`src/rtl/turfio_clk_sequencer.sv`:
```
// turfio_clk_sequencer: TURFIO MMCM reset/lock sequencer and sysclk phase marker; define TURFIO_CLK_AUTORETRY_EN for auto-retry on lock failure
module turfio_clk_sequencer #(
   parameter int RST_CYCLES   = 16,
   parameter int LOCK_TIMEOUT = 65536
) (
   input  logic       sysclk_i,
   input  logic       rst_i,
   input  logic [1:0] reset_req_i,
   input  logic [1:0] locked_i,
   output logic [1:0] mmcm_rst_o,
   output logic       sysclk_phase_o,
   output logic [1:0] ready_o,
   output logic [1:0] fault_o,
   output logic [7:0] retry_count_o
);
   localparam int RW = $clog2(RST_CYCLES + 1);
   localparam int TW = $clog2(LOCK_TIMEOUT + 1);
   localparam logic [RW-1:0] R_LAST = RW'(RST_CYCLES - 1);
   localparam logic [TW-1:0] T_LAST = TW'(LOCK_TIMEOUT - 1);
   localparam logic [1:0] ST_RESET     = 2'd0;
   localparam logic [1:0] ST_WAIT_LOCK = 2'd1;
   localparam logic [1:0] ST_LOCKED    = 2'd2;
   localparam logic [1:0] ST_FAULT     = 2'd3;
   logic [2:0] phase_cnt;
   logic [1:0] lk_meta, lk;
   always_ff @(posedge sysclk_i or posedge rst_i)
      if (rst_i) begin
         phase_cnt      <= '0;
         sysclk_phase_o <= 1'b0;
         lk_meta        <= '0;
         lk             <= '0;
      end else begin
         phase_cnt      <= phase_cnt + 3'd1;
         sysclk_phase_o <= (phase_cnt == 3'd7);
         lk_meta        <= locked_i;
         lk             <= lk_meta;
      end
   for (genvar g = 0; g < 2; g++) begin : g_bank
      logic [1:0]    st;
      logic [RW-1:0] rcnt;
      logic [TW-1:0] tcnt;
      logic          fault, err;
`ifdef TURFIO_CLK_AUTORETRY_EN
      logic [3:0]    retry;
`endif
      // timeout and lock loss share one error path; lk winning in the timeout cycle counts as a lock
      assign err = ((st == ST_WAIT_LOCK) && !lk[g] && (tcnt == T_LAST)) || ((st == ST_LOCKED) && !lk[g]);
      always_ff @(posedge sysclk_i or posedge rst_i)
         if (rst_i) begin
            st    <= ST_RESET;
            rcnt  <= '0;
            tcnt  <= '0;
            fault <= 1'b0;
`ifdef TURFIO_CLK_AUTORETRY_EN
            retry <= '0;
`endif
         end else if (reset_req_i[g]) begin
            st    <= ST_RESET;
            rcnt  <= '0;
            tcnt  <= '0;
            fault <= 1'b0;
`ifdef TURFIO_CLK_AUTORETRY_EN
            retry <= '0;
`endif
         end else if (err) begin
            fault <= 1'b1;
            rcnt  <= '0;
            tcnt  <= '0;
`ifdef TURFIO_CLK_AUTORETRY_EN
            st    <= ST_RESET;
            retry <= retry + {3'd0, retry != 4'hf};
`else
            st    <= ST_FAULT;
`endif
         end else if (st == ST_RESET) begin
            rcnt <= rcnt + 1'b1;
            if (rcnt == R_LAST) begin
               st   <= ST_WAIT_LOCK;
               rcnt <= '0;
               tcnt <= '0;
            end
         end else if (st == ST_WAIT_LOCK) begin
            tcnt <= tcnt + 1'b1;
            if (lk[g]) st <= ST_LOCKED;
         end
      assign mmcm_rst_o[g] = (st == ST_RESET) || (st == ST_FAULT);
      assign ready_o[g]    = (st == ST_LOCKED);
      assign fault_o[g]    = fault;
`ifdef TURFIO_CLK_AUTORETRY_EN
      assign retry_count_o[4*g +: 4] = retry;
`else
      assign retry_count_o[4*g +: 4] = 4'd0;
`endif
   end
endmodule

```
`config.mk`:
```
export PLATFORM = sky130hd
export DESIGN_NAME = turfio_clk_sequencer
export DESIGN_NICKNAME = d
export VERILOG_FILES = /design/src/rtl/turfio_clk_sequencer.sv
export SDC_FILE = /design/constraint.sdc
export NUM_CORES = 1
export LEC_CHECK = 0
export BUFFER_PORTS_ARGS = -buffer_cell sky130_fd_sc_hd__buf_2
export CAP_MARGIN = 30
export CORE_ASPECT_RATIO = 1.5
export CORE_MARGIN = 4
export CORE_UTILIZATION = 45
export CTS_CLUSTER_SIZE = 25
export DETAILED_ROUTE_END_ITERATION = 12
export SKIP_CTS_REPAIR_TIMING = 1
export SLEW_MARGIN = 20
export SYNTH_ARGS = -nofsm -noshare
export SYNTH_HDL_FRONTEND = slang
export SYNTH_SLANG_ARGS = --single-unit
export TNS_END_PERCENT = 50
```
`constraint.sdc`:
```
create_clock -name sysclk_i -period 3.6 [get_ports sysclk_i]
set_input_delay 0.72 -clock sysclk_i [delete_from_list [all_inputs] [get_ports sysclk_i]]
set_output_delay 0.72 -clock sysclk_i [all_outputs]
set_load 0.1 [all_outputs]
```
==> flow_summary_export.csv <==
group,metric,value,unit
global_routing,grt_pass1_vias,2570,
logic_synthesis,ys_warn_count,0,
clock_tree,cts_made_buffers,9,
timing,fin_ws,0.894,ns
finish,num_antenna_cells,0,
clock_tree,cts_buffer_depth,2,
power_and_ir_drop,power_density,388,nW/um^2
logic_synthesis,synth_cell_type_count,54,
logic_synthesis,yosysMostFrequentCell,"dfrtp_1",
timing,setup_viol,0,
logic_synthesis,synth_area_leaders,"dfrtp_1 (45%), ha_1 (5.4%), a21oi_1 (4.9%)",
critical_path,worstPathArrival,2.97,ns
global_routing,grt_max_degree,33,
global_routing,grt_pass1_wl,11.8,mm
critical_path,start_kind,"flip-flop",
finish,drive_above_1_share,11.3,%
floorplanning,io_pins,21,
timing,tns,0,ns
timing,fmax,369,MHz
logic_synthesis,syn_area_per_cell,9.62,sq um
logic_synthesis,synth_edf_count,0,
route,wl_per_cell,15.4,um
clock_tree,clock_latency,0.35,ns
floorplanning,core,6940,sq um
flow_run,maxCapViolations,0,
floorplanning,die-area,8650,sq um
timing,fin_skew,0.00887,ns
power_and_ir_drop,combPwrFrac,6.9,%
logic_synthesis,synthArstFlopShare,100,%
timing,rsz0062_at_grt,"no",
finish,fin_nets,370,
placement,finalWeightedCongestion,0.819,
clock_tree,htree_levels,3,
floorplanning,rows,37,
global_routing,antenna_found_initial,0,
power_and_ir_drop,seq_power_share,49.3,%
logic_synthesis,ys_ff_latch,58,
logic_synthesis,yosys.area.top_type,"dfrtp_1",
timing,slew_headroom,45.4,%
floorplanning,die_h,112,um
timing,period_minus_slack,2.71,ns
route,drtIter0Drc,171,
power_and_ir_drop,intPower,0.000994,W
placement,numPortBuffers,12,
critical_path,critPathRequiredTime,3.86,ns
timing,period_share,75.2,%
logic_synthesis,synth_flop_cell,"dfrtp_1",
route,via_count,2510,
logic_synthesis,synth-seq-area-share,44.8,%
route,via_per_inst,5.80,
power_and_ir_drop,swShare,26.8,%
floorplanning,initial_core_util,46.7,%
power_and_ir_drop,leakage,1.53,nW
logic_synthesis,syn_inst,337,
global_routing,grt_usage,16.8,%
placement,place_hpwl,4.83,mm
clock_tree,cts-root-buf,"clkbuf_8",
route,drt_first_pass_iters,4,
critical_path,worstSetupPathType,"flip-flop to flip-flop",
logic_synthesis,synth_top_area_share,44.8,%
finish,stdcell_count,433,
clock_tree,cts_tree,"done",
clock_tree,path_clk_slew,0.07,ns
finish,syn2layout_area_growth,7.87,%
placement,dp_cells,417,
placement,pre_cts_ws,0.902,ns
run_status,status,"finished, final reports clean",
timing,final_hold_viol_count,0,
timing,worstMarginPinSlew,0.819,ns
floorplanning,die_w,77.3,um
power_and_ir_drop,vdd_drop_max,0.000234,V
timing,slew_violations,0,
power_and_ir_drop,switchingPower,0.000363,W
logic_synthesis,ys_top_cells_by_count,"dfrtp_1 (58), a21oi_1 (32), nand2_1 (31)",
global_routing,grt-ovfl-total,0,
logic_synthesis,syn_area,3240,sq um
power_and_ir_drop,clock_power_share,43.8,%
route,wl,6.68,mm
clock_tree,numClockSinks,58,
critical_path,cp_max_fo,10,
critical_path,critPathCaptureType,"flip-flop",
route,drc_errors,0,
route,ant_nets,0,
hold_path,hp-class,"flip-flop to flip-flop",
-- power groups by stage --
stage | logic, W | registers [W] | clock network, W
2_1_floorplan | 0.0000877 | 0.000679 | 0
3_3_place_gp | 0.0000946 | 0.000681 | 0
3_5_place_dp | 0.0000959 | 0.000681 | 0
4_1_cts | 0.0000959 | 0.000669 | 0.000613
5_1_grt | 0.000105 | 0.000670 | 0.000641
6_report | 0.0000942 | 0.000669 | 0.000594
-- cell families after synthesis --
family / after synthesis / synth area share, %
AOI/OAI and AO/OA: 81 / 17.1
and+or+nand+nor: 125 / 20.6
buffers and inverters: 42 / 7.14
DFF: 58 / 44.8
xor gates and xnor gates: 2 / 0.540
muxes: 14 / 4.32
other: 1 / 0.116
adders and majority gates: 14 / 5.40
-- path summary, 6_finish.rpt --
path,startpoint,end,slack (ns),depth (start not counted)
max,g_bank[0].tcnt[3],g_bank[0].tcnt[10],0.89,8
min,lk_meta[0],lk[0],0.35,0
max reg2reg,g_bank[0].tcnt[3],g_bank[0].tcnt[10],0.89,8
min reg2reg,lk_meta[0],lk[0],0.35,0
max in group asynchronous,rst_i,g_bank[0].tcnt[10],2.46,3
min in group asynchronous,rst_i,g_bank[1].tcnt[9],0.46,2
-- per-layer routing --
layer	up-vias	global-route usage [%]	routed length (um)
li1	1240	-	-
met1	1209	18.2	2720
met2	42	29.7	3560
met3	19	4.05	197
met4	0	9.26	199
met5	-	0	0
-- placed cells by master (no fill, tap or decap), types with 3 or more instances in the layout --
cell and count:
mux2i_1 14, nand4_1 8, o21ai_0 6, buf_4 4, o31ai_1 7, o21ai_1 6, clkbuf_8 9, a211oi_1 4
ha_1 14, and4_1 5, nor2_1 21, buf_2 12, nand2_1 31, and3_1 4, nand2b_1 12, inv_1 20
a21oi_1 32, nor3_1 4, clkinv_2 3, nand3_1 16, or4_1 8, a21o_1 5, conb_1 8, dfrtp_1 58
or3_1 5
-- critical path, stage by stage (launching register included) --
cell	delay, ns
dfrtp_1	0.44
and4_1	0.39
nand3_1	0.17
nor3_1	0.25
ha_1	0.23
a21o_1	0.15
a21oi_1	0.25
a2111oi_1	0.49
mux2i_1	0.24
-- metrics by stage --
| step | util, % | hold slack (ns) | total power (W) | cell area [sq um] |
|---|---|---|---|---|
| global route | 50.4 | 0.362 | 0.00142 | 3500 |
| floorplan | - | 0.331 | 0.000767 | 3270 |
| finish | 50.4 | 0.352 | 0.00136 | 3500 |
| detailed placement | 47.6 | 0.337 | 0.000777 | 3300 |
| global placement | 47.6 | 0.333 | 0.000776 | 3300 |
| CTS | 50.4 | 0.355 | 0.00138 | 3500 |
-- cell type report --
cell class / instances / area (sq um)
fillers: 656 / 3450
multi-input cells: 244 / 1590
flip-flops and latches: 58 / 1450
clock buffers: 9 / 124
well taps: 78 / 97.6
repair buffers: 16 / 90.1
inverters: 21 / 78.8
clock inverters: 7 / 70.1
-- flip-flops by register name, summed over array words and instances, names as in the netlist --
signal          count
g_bank.fault        2
lk_meta             2
g_bank.st           4
g_bank.rcnt        10
g_bank.tcnt        34
phase_cnt           3
sysclk_phase_o      1
lk                  2
(Power assumes the default switching activity.)
